===== config.mk =====
export PLATFORM = sky130hd
export DESIGN_NAME = vram_arbiter
export DESIGN_NICKNAME = d
export VERILOG_FILES = /design/src/rtl/vram_arbiter_pkg.sv /design/src/rtl/vram_arbiter_rr_arbiter.sv /design/src/rtl/vram_arbiter.sv
export SDC_FILE = /design/constraint.sdc
export NUM_CORES = 1
export LEC_CHECK = 0
export BUFFER_PORTS_ARGS = -buffer_cell sky130_fd_sc_hd__buf_4
export CELL_PAD_IN_SITES_DETAIL_PLACEMENT = 0
export CELL_PAD_IN_SITES_GLOBAL_PLACEMENT = 1
export CORE_ASPECT_RATIO = 1.2
export CORE_UTILIZATION = 28
export CTS_BUF_LIST = sky130_fd_sc_hd__clkbuf_16
export DETAILED_ROUTE_END_ITERATION = 12
export PLACE_DENSITY_LB_ADDON = 0.1
export SLEW_MARGIN = 20
export SYNTH_ARGS = -nofsm -noshare
export SYNTH_HDL_FRONTEND = slang
export SYNTH_HIERARCHICAL = 1
export SYNTH_SLANG_ARGS = --single-unit

===== constraint.sdc =====
create_clock -name clk28 -period 3.3 [get_ports clk28]
set_input_delay 0.33 -clock clk28 [delete_from_list [all_inputs] [get_ports clk28]]
set_output_delay 0.33 -clock clk28 [all_outputs]
set_load 0.05 [all_outputs]

===== src/rtl/vram_arbiter_pkg.sv =====
// ---------------------------------------------------------------------------
// vram_arbiter_pkg
// Shared types and constants for the video/CPU SRAM arbiter.
//   vram_arb_state_t : sequencer states (IDLE, ACCESS, RELEASE)
//   VRAM_CH_SCREEN   : fixed-priority screen-fetch channel index
//   VRAM_CH_CPU      : first round-robin channel (pointer reset/wrap value)
// ---------------------------------------------------------------------------
package vram_arbiter_pkg;

   typedef enum logic [1:0] {
      IDLE    = 2'd0,
      ACCESS  = 2'd1,
      RELEASE = 2'd2
   } vram_arb_state_t;

   localparam int unsigned VRAM_CH_SCREEN = 0;
   localparam int unsigned VRAM_CH_CPU    = 1;

endpackage


===== src/rtl/vram_arbiter_rr_arbiter.sv =====
// ---------------------------------------------------------------------------
// rr_arbiter
// Combinational grant logic: channel 0 wins outright, otherwise the first
// requester at or after ptr_i among channels 1..NCH-1 (cyclic) wins.
//   req_i     : request vector
//   ptr_i     : round-robin start pointer (always 1..NCH-1)
//   excl_en_i : exclude channel excl_i from this evaluation
//   excl_i    : channel index to exclude
//   gnt_o     : one-hot grant
//   valid_o   : a grant was made
//   idx_o     : granted channel index
//   ptr_o     : pointer to use after this grant
// ---------------------------------------------------------------------------
module rr_arbiter
   import vram_arbiter_pkg::*;
#(
   parameter int unsigned NCH = 4,
   parameter int unsigned PW  = 2
) (
   input  logic [NCH-1:0] req_i,
   input  logic [PW-1:0]  ptr_i,
   input  logic           excl_en_i,
   input  logic [PW-1:0]  excl_i,
   output logic [NCH-1:0] gnt_o,
   output logic           valid_o,
   output logic [PW-1:0]  idx_o,
   output logic [PW-1:0]  ptr_o
);

   logic [NCH-1:0] req_m;
   int unsigned    c;

   always_comb begin
      req_m   = '0;
      gnt_o   = '0;
      valid_o = 1'b0;
      idx_o   = '0;
      ptr_o   = ptr_i;
      c       = 0;

      for (int unsigned i = 0; i < NCH; i++) begin
         req_m[i] = req_i[i] && !(excl_en_i && (excl_i == PW'(i)));
      end

      if (req_m[VRAM_CH_SCREEN]) begin
         // screen fetch does not move the round-robin pointer
         gnt_o[VRAM_CH_SCREEN] = 1'b1;
         valid_o               = 1'b1;
         idx_o                 = PW'(VRAM_CH_SCREEN);
      end else begin
         for (int unsigned i = 0; i < NCH - 1; i++) begin
            // ptr_i + i folded back into 1..NCH-1
            c = 32'(ptr_i) + i;
            if (c >= NCH) c = c - (NCH - 1);
            if (!valid_o && req_m[c[PW-1:0]]) begin
               gnt_o[c[PW-1:0]] = 1'b1;
               valid_o          = 1'b1;
               idx_o            = c[PW-1:0];
               ptr_o            = (c == NCH - 1) ? PW'(VRAM_CH_CPU) : PW'(c + 1);
            end
         end
      end
   end

endmodule


===== src/rtl/vram_arbiter.sv =====
// ---------------------------------------------------------------------------
// vram_arbiter
// Multi-channel arbiter/sequencer for the shared video/CPU SRAM.
//   clk28, rst          : clock, synchronous active-high reset
//   ch_req/ch_wr/ch_wrmask/ch_addr/ch_wdata : per-channel request side
//   ch_ack, rdata       : completion pulse and read data
//   busy                : sequencer not idle
//   va, vd_in, vd_out, vd_oe, n_vwr, n_vrd : SRAM pin side (all registered)
// ---------------------------------------------------------------------------
module vram_arbiter
   import vram_arbiter_pkg::*;
#(
   parameter int unsigned NCH     = 4,
   parameter int unsigned AW      = 19,
   parameter int unsigned DW      = 8,
   parameter int unsigned ACC_CYC = 2
) (
   input  logic              clk28,
   input  logic              rst,
   input  logic [NCH-1:0]    ch_req,
   input  logic [NCH-1:0]    ch_wr,
   input  logic [NCH-1:0]    ch_wrmask,
   input  logic [NCH*AW-1:0] ch_addr,
   input  logic [NCH*DW-1:0] ch_wdata,
   output logic [NCH-1:0]    ch_ack,
   output logic [DW-1:0]     rdata,
   output logic              busy,
   output logic [AW-1:0]     va,
   input  logic [DW-1:0]     vd_in,
   output logic [DW-1:0]     vd_out,
   output logic              vd_oe,
   output logic              n_vwr,
   output logic              n_vrd
);

   localparam int unsigned PW       = $clog2(NCH);
   localparam logic [1:0]  CNT_LAST = 2'(ACC_CYC - 1);

   vram_arb_state_t state_q, state_d;
   logic [1:0]      cnt_q, cnt_d;
   logic [PW-1:0]   g_q, g_d;
   logic [PW-1:0]   ptr_q, ptr_d;
   logic [AW-1:0]   va_q, va_d;
   logic [DW-1:0]   vdo_q, vdo_d;
   logic            wr_q, wr_d;
   logic            mask_q, mask_d;
   logic            vd_oe_q, vd_oe_d;
   logic            n_vwr_q, n_vwr_d;
   logic            n_vrd_q, n_vrd_d;
   logic [NCH-1:0]  ack_q, ack_d;
   logic [DW-1:0]   rdata_q, rdata_d;
   logic            busy_q, busy_d;

   logic [NCH-1:0]  gnt;
   logic            gnt_valid;
   logic [PW-1:0]   gnt_idx;
   logic [PW-1:0]   gnt_ptr;
   logic            load;

   logic [AW-1:0]   sel_addr;
   logic [DW-1:0]   sel_wdata;
   logic            sel_wr;
   logic            sel_mask;

   rr_arbiter #(
      .NCH (NCH),
      .PW  (PW)
   ) u_rr (
      .req_i     (ch_req),
      .ptr_i     (ptr_q),
      .excl_en_i (state_q == RELEASE),
      .excl_i    (g_q),
      .gnt_o     (gnt),
      .valid_o   (gnt_valid),
      .idx_o     (gnt_idx),
      .ptr_o     (gnt_ptr)
   );

   // one-hot AND-OR mux of the granted channel's request fields
   always_comb begin
      sel_addr  = '0;
      sel_wdata = '0;
      sel_wr    = 1'b0;
      sel_mask  = 1'b0;
      for (int unsigned i = 0; i < NCH; i++) begin
         if (gnt[i]) begin
            sel_addr  = sel_addr  | ch_addr[i*AW +: AW];
            sel_wdata = sel_wdata | ch_wdata[i*DW +: DW];
            sel_wr    = sel_wr    | ch_wr[i];
            sel_mask  = sel_mask  | ch_wrmask[i];
         end
      end
   end

   always_comb begin
      state_d = state_q;
      cnt_d   = cnt_q;
      g_d     = g_q;
      ptr_d   = ptr_q;
      va_d    = va_q;
      vdo_d   = vdo_q;
      wr_d    = wr_q;
      mask_d  = mask_q;
      rdata_d = rdata_q;
      load    = 1'b0;

      case (state_q)
         IDLE: begin
            if (gnt_valid) load = 1'b1;
         end
         ACCESS: begin
            if (cnt_q == CNT_LAST) begin
               state_d = RELEASE;
               if (!wr_q) rdata_d = vd_in;
            end else begin
               cnt_d = cnt_q + 2'd1;
            end
         end
         RELEASE: begin
            if (gnt_valid) load = 1'b1;
            else           state_d = IDLE;
         end
         default: state_d = IDLE;
      endcase

      if (load) begin
         state_d = ACCESS;
         cnt_d   = '0;
         g_d     = gnt_idx;
         ptr_d   = gnt_ptr;
         va_d    = sel_addr;
         vdo_d   = sel_wdata;
         wr_d    = sel_wr;
         mask_d  = sel_mask;
      end

      // pin outputs are registered: derive them from the next state so they
      // line up with the cycle that state is active
      busy_d  = (state_d != IDLE);
      n_vrd_d = !((state_d == ACCESS) && !wr_d);
      vd_oe_d = ((state_d == ACCESS) || (state_d == RELEASE)) && wr_d;
      n_vwr_d = !((state_d == ACCESS) && wr_d && !mask_d &&
                  ((ACC_CYC == 1) || (cnt_d != CNT_LAST)));
      ack_d   = '0;
      for (int unsigned i = 0; i < NCH; i++) begin
         ack_d[i] = (state_d == RELEASE) && (g_d == PW'(i));
      end
   end

   always_ff @(posedge clk28) begin
      if (rst) begin
         state_q <= IDLE;
         cnt_q   <= '0;
         g_q     <= '0;
         ptr_q   <= PW'(VRAM_CH_CPU);
         va_q    <= '0;
         vdo_q   <= '0;
         wr_q    <= 1'b0;
         mask_q  <= 1'b0;
         vd_oe_q <= 1'b0;
         n_vwr_q <= 1'b1;
         n_vrd_q <= 1'b1;
         ack_q   <= '0;
         rdata_q <= '0;
         busy_q  <= 1'b0;
      end else begin
         state_q <= state_d;
         cnt_q   <= cnt_d;
         g_q     <= g_d;
         ptr_q   <= ptr_d;
         va_q    <= va_d;
         vdo_q   <= vdo_d;
         wr_q    <= wr_d;
         mask_q  <= mask_d;
         vd_oe_q <= vd_oe_d;
         n_vwr_q <= n_vwr_d;
         n_vrd_q <= n_vrd_d;
         ack_q   <= ack_d;
         rdata_q <= rdata_d;
         busy_q  <= busy_d;
      end
   end

   assign ch_ack = ack_q;
   assign rdata  = rdata_q;
   assign busy   = busy_q;
   assign va     = va_q;
   assign vd_out = vdo_q;
   assign vd_oe  = vd_oe_q;
   assign n_vwr  = n_vwr_q;
   assign n_vrd  = n_vrd_q;

endmodule


### Word level (Yosys, flattened, before mapping)

Index checks and enable logic that the tools add are counted.

* output and inout port bits: 43
* flip-flop bits (word level): 53
* input bits: 130
* word-level logic and storage cells: 173

* order comparisons: 9
* mux-type cells: 69
* eq/ne operators: 15
* bitwise logic cells: 16
* $add $sub $neg: 9
* reduce and logical (&&, ||, !) cells: 41

Operators by type and width (number)
* 2-to-1 mux 32 bit: 6
* == test 32 x 2 -> 1 bit (second input constant): 3
* 2-to-1 mux 19 bit: 4
* greater-or-equal comparator 32 x 3 -> 1 bit (second input constant): 2
* subtractor 32 x 2 -> 32 bit (second input constant): 2
* OR 19 bit: 3
* 2-to-1 mux 2 bit: 17
* 2-to-1 mux 8 bit: 4
* 2-to-1 mux 1 bit: 25
* OR 8 bit: 3
* logical AND 1 bit: 22
* 2-to-1 mux 4 bit: 5
* == test 2 bit (second input constant): 6
* == test 2 x 1 -> 1 bit (second input constant): 5
* logical NOT 1 bit: 10
* < comparator 2 x 3 -> 1 bit (second input constant): 3
* adder 2 x 1 -> 2 bit (second input constant): 4
* OR 4 bit: 2
* binary-select mux 1 bit (select 2 bit): 3
* demux 1 bit (select 2 bit): 3
* greater-or-equal comparator 2 x 1 -> 1 bit (second input constant): 3
* logical NOT 2 bit: 3
* OR 1 bit: 6
* case mux 2 bit (3 select lines): 1
* other kinds (12): 14

### Depth between registers and ports, before layout

* depth in word-level cells: 29
* mapped depth: 14

### Modules after synthesis

The synthesis kept the hierarchy.

Modules (own cells, without submodules)
* vram_arbiter: area each 2363.5 um^2, cells each 260, times used 1
* rr_arbiter: area each 658.1 um^2, cells each 89, times used 1

### Least setup slack after synthesis

Ideal clock, no wire load.

* path kind: register to register
* start point: reg ptr_q[1]
* end point: reg va_q[11] (netlist: va[11])
* setup time: 0.091 ns
* stages on the path, launching flop included: 14
* arrival: 3.118 ns
* path slack: 0.091 ns
* cell sequence: dfxtp_1 > clkbuf_1 > inv_1 > ha_1 > buf_2 > xor2_1 > o311ai_1 > nand2_1 > nor4_2 > a21o_1 > buf_2 > clkbuf_1 > a22oi_1 > a311oi_1

* elaborated cells on any way between the ends: 63
* those cells by class: add/sub: 5; order compare: 9; mux: 37; bitwise: 5; reduce/logical: 7

RTL lines
* start: declaration: line vram_arbiter.sv:42 `logic [PW-1:0] ptr_q, ptr_d;`
* start signal: assignment: line vram_arbiter.sv:155 `ptr_q <= PW'(VRAM_CH_CPU);`
* start signal: assignment: line vram_arbiter.sv:170 `ptr_q <= ptr_d;`
* parallel branches: the longest is 13 deep, another holds subtractor 32 x 2 -> 32 bit
* 2-to-1 mux 4 bit (*): line vram_arbiter_rr_arbiter.sv:55 `if (!valid_o && req_m[c[PW-1:0]]) begin`
* 2-to-1 mux 3 bit (*): line vram_arbiter_rr_arbiter.sv:45 `if (req_m[VRAM_CH_SCREEN]) begin`
* named net gnt[1]: line vram_arbiter.sv:54 `logic [NCH-1:0] gnt;`
* 2-to-1 mux 19 bit (*): line vram_arbiter.sv:86 `if (gnt[i]) begin`
* OR 19 bit: line vram_arbiter.sv:87 `sel_addr = sel_addr | ch_addr[i*AW +: AW];`
* 2-to-1 mux 19 bit (*): line vram_arbiter.sv:86
* OR 19 bit: line vram_arbiter.sv:87
* 2-to-1 mux 19 bit (*): line vram_arbiter.sv:86
* end signal: assignment: line vram_arbiter.sv:171 `va_q <= va_d;`
* end: declaration: line vram_arbiter.sv:43 `logic [AW-1:0] va_q, va_d;`

Mark *: on every way through the listed nets, which the timed path passes. The select of a mux whose other input is x is not followed.
A chain may end at the register's enable or synchronous reset.

### Worst setup path after layout

* start point: reg state_q[1]
* end point: reg n_vwr_q (netlist: n_vwr)

* elaborated cells on any way between the ends: 72
* those cells by class: eq/ne: 4; mux: 37; bitwise: 8; reduce/logical: 23

RTL lines
* start: declaration: line vram_arbiter.sv:39 `vram_arb_state_t state_q, state_d;`
* start signal: assignment: line vram_arbiter.sv:167 `state_q <= state_d;`
* == test 2 bit (*): line vram_arbiter.sv:71 `.excl_en_i (state_q == RELEASE),`
* logical AND 1 bit: line vram_arbiter_rr_arbiter.sv:42 `req_m[i] = req_i[i] && !(excl_en_i && (excl_i == PW'(i)));`
* logical NOT 1 bit: line vram_arbiter_rr_arbiter.sv:42
* logical AND 1 bit: line vram_arbiter_rr_arbiter.sv:42
* binary-select mux 1 bit (select 2 bit): line vram_arbiter_rr_arbiter.sv:55
* 2-to-1 mux 1 bit (not written as such): line vram_arbiter_rr_arbiter.sv:55
* 2-to-1 mux 1 bit: line vram_arbiter_rr_arbiter.sv:55
* 2-to-1 mux 1 bit: line vram_arbiter_rr_arbiter.sv:45
* [8 not listed]
* named net gnt[1]: line vram_arbiter.sv:54
* [1 not listed]
* OR 1 bit (on tied branches): line vram_arbiter.sv:89, vram_arbiter.sv:90
* 2-to-1 mux 1 bit: line vram_arbiter.sv:86
* OR 1 bit (on tied branches): line vram_arbiter.sv:89, vram_arbiter.sv:90
* 2-to-1 mux 1 bit: line vram_arbiter.sv:86
* 2-to-1 mux 1 bit: line vram_arbiter.sv:126 `if (load) begin`
* logical AND 1 bit / logical NOT 1 bit (equally long branches): line vram_arbiter.sv:142 `n_vwr_d = !((state_d == ACCESS) && wr_d && !mask_d &&`
* logical AND 1 bit (*) (2 in a row): line vram_arbiter.sv:142
* logical NOT 1 bit (*): line vram_arbiter.sv:142
* end signal: assignment: line vram_arbiter.sv:176 `n_vwr_q <= n_vwr_d;`
* end: declaration: line vram_arbiter.sv:48 `logic n_vwr_q, n_vwr_d;`

The timed path passes the listed nets; every way through them passes the cells marked *. The select of a mux whose other input is x is not followed.

==> results_dict.tcl <==
set metrics [dict create \
    status "finished, final reports clean" \
    fin_total_pwr_mw 4.16 \
    dp_hpwl_microns 8330 \
    rsz0062_at_grt "false" \
    final_util 0.442 \
    numClockSinks 53 \
    worstMarginPinSlew_ns 0.510 \
    die_area_sq_um 11200 \
    num_antenna_cells 0 \
    avgSynthCellArea_sq_um 8.66 \
    path_cells "nor2b_2, or3b_1, a32o_2, mux2i_1, nor4_2, a21o_1, a22oi_1, a21oi_1, a21oi_1, or4b_1" \
    crit_arrival_ns 3.28 \
    overflow 0 \
    crit_path_max_incr_delay_ns 0.49 \
    cp_top_family "simple AND/OR/NAND/NOR gates" \
    max_freq_mhz 322 \
    cts_tree "yes" \
    via_per_inst 5.27 \
    clock-skew-final_ns 0.00579 \
    min_period_ns 3.11 \
    die_h_microns 116 \
    cap_violations 0 \
    cp.required_ns 3.48 \
    grt_max_degree 46 \
    nFillCells 1035 \
    synthFlopType "dfxtp_1" \
    die_w_microns 96.8 \
    rows 41 \
    path_buf_inv 0 \
    setup_viol 0 \
    clk_latency_ns 0.30 \
    yosysTopAreaCell "dfxtp_1" \
    worstPathMaxFanout 6 \
    ctsHoldBuffers 0 \
    clk_pin_slew_ns 0.08 \
    synth_nets 485 \
    gp_congestion 0.864 \
    cp_slowest_cell "or3b_1" \
    htreeDepth 2 \
    drt_iter0_drc 128 \
    hold_class "input pin to flop" \
    tns_ns 0 \
    antenna_left 0 \
    synth_area_leaders "dfxtp_1 (35%), a22oi_1 (15%), a311oi_1 (7.8%)" \
    synthArstFlopShare 0 \
    power.density_nw_per_um2 894 \
    postSynthCellCount 349 \
    path_class "flop to flop" \
    vias 3398 \
    wl_microns 11000 \
    cp-start-kind "flop" \
    drc 0 \
    synth_top_cells_by_count "a22oi_1 (59), dfxtp_1 (53), nor2_1 (46)" \
    ir_drop_uv 392 \
    synth_top_area_share 0.351 \
    slew_violations 0 \
    finalNonFillerCells 645 \
    area_delta_synth_final_pct 54.0 \
    fin_crit_sh 0.942 \
    num_io_pins 173 \
    synth.distinct_cells 55 \
    clock-root-buffer "clkbuf_16" \
    post_dp_cell_area_sq_um 4490 \
    num-nets-final 651 \
    grt_first_pass_wirelength_microns 17000 \
    finalHoldViolations 0 \
    firstDrtPassIters 4 \
    yosys_warnings 6 \
    syn-cell-area_sq_um 3020 \
    initial_utilization 0.287 \
    crit_top_cell "a21oi_1" \
    final_area_sq_um 4650 \
    port_buffers 172 \
    wl_per_cell_microns 17.1 \
    cts_buffer_depth 2 \
    drive_gt1_frac 0.426 \
    core_sq_um 10500 \
    grt_usage 0.191 \
    cts_buffers 5 \
    slew_headroom 0.659 \
    synth-edff-count 0 \
    p_leak_nw 2.03 \
    grt_pass1_vias 3272 \
    yosysMostFrequentCell "a22oi_1" \
    synth-seq-area-share 0.351 \
    endpoint_kind "flop" \
    place_inst 637 \
    antenna_found_initial 0 \
    synth_seq_cells 53 \
]
## cells by family (layout without fill, tap and decap cells)
kind of cell / count (synthesis) / count (layout) / synth area share
compound gates: 125 / 125 / 0.317
xor+xnor: 2 / 2 / 0.00580
fa+ha+maj: 6 / 6 / 0.0248
buf+inv: 36 / 203 / 0.0509
flops: 53 / 53 / 0.351
mux: 13 / 13 / 0.0460
simple gates: 114 / 114 / 0.204
## per-stage QoR
stage               hold WS (ns)  worst slack [ns]
finish                     0.262             0.193
global route               0.265           0.00755
CTS                        0.255            0.0521
detailed placement         0.478            0.0827
global placement           0.464             0.187
floorplan                  0.441            0.0911
## worst min-delay path: stages
cell and delay, ns:
buf_4 0.08, mux2i_1 0.05, nor2_1 0.07
## placed cells by master (no fill, tap or decap), drive strengths merged, types with 3 or more instances in the layout
| master | netlist | routed |
|---|---|---|
| nand2b | 4 | 4 |
| buf | 13 | 188 |
| nor4b | 3 | 3 |
| a311oi | 27 | 27 |
| nand2 | 21 | 21 |
| mux2 | 4 | 4 |
| nor2 | 47 | 47 |
| inv | 7 | 8 |
| a21oi | 13 | 13 |
| nor2b | 6 | 6 |
| a22oi | 59 | 59 |
| clkbuf | 16 | 5 |
| and2 | 3 | 3 |
| mux2i | 9 | 9 |
| o21ai | 4 | 4 |
| nor3 | 3 | 3 |
| nand3b | 8 | 8 |
| ha | 6 | 6 |
| nor4 | 3 | 3 |
| nand3 | 8 | 8 |
| dfxtp | 53 | 53 |
| a31oi | 5 | 5 |
## metal layers
metal,wire length [microns],global-route usage,vias up
li1,-,-,1674
met1,4270,0.216,1576
met2,5800,0.356,138
met3,831,0.0519,10
met4,115,0.0468,0
met5,0,0,-
## power breakdown
part	leakage [nW]	total (mW)	switching [mW]	internal (mW)
Clock	0.0680	0.551	0.264	0.287
Sequential	0.437	0.966	0.123	0.844
Combinational	1.52	2.64	1.68	0.960
Total	2.03	4.16	2.07	2.09
## cell type report
class                      instances  area [sq um]  share of cell area
multi-input combinational        260          1840               0.396
clock buffer                       5           125              0.0269
sequential                        53          1060               0.228
timing repair buffer             188          1410               0.303
inverter                           7          26.3             0.00565
tap                              129           161              0.0347
clock inverter                     3          26.3             0.00565
## worst paths after layout
kind,to,slack (ns),from,cells past startpoint
max,n_vwr,0.19,state_q[1],10
min,rdata[6],0.26,vd_in[6],3
max reg2reg,n_vwr,0.19,state_q[1],10
min reg2reg,mask_q,0.49,mask_q,2
## timing repair
item | CTS | global route
setup endpoints to repair | 0 | 5
resized for setup | 0 | 3
buffers inserted | 0 | 0
## sequential cells by signal, summed over array words and instances, names as in the netlist, 2 cells and up
register / flops
ch_ack: 4
cnt_q: 2
state_q: 2
va: 19
rdata: 8
vd_out: 8
g_q: 2
ptr_q: 2
Power figures use the tool's default switching activity.
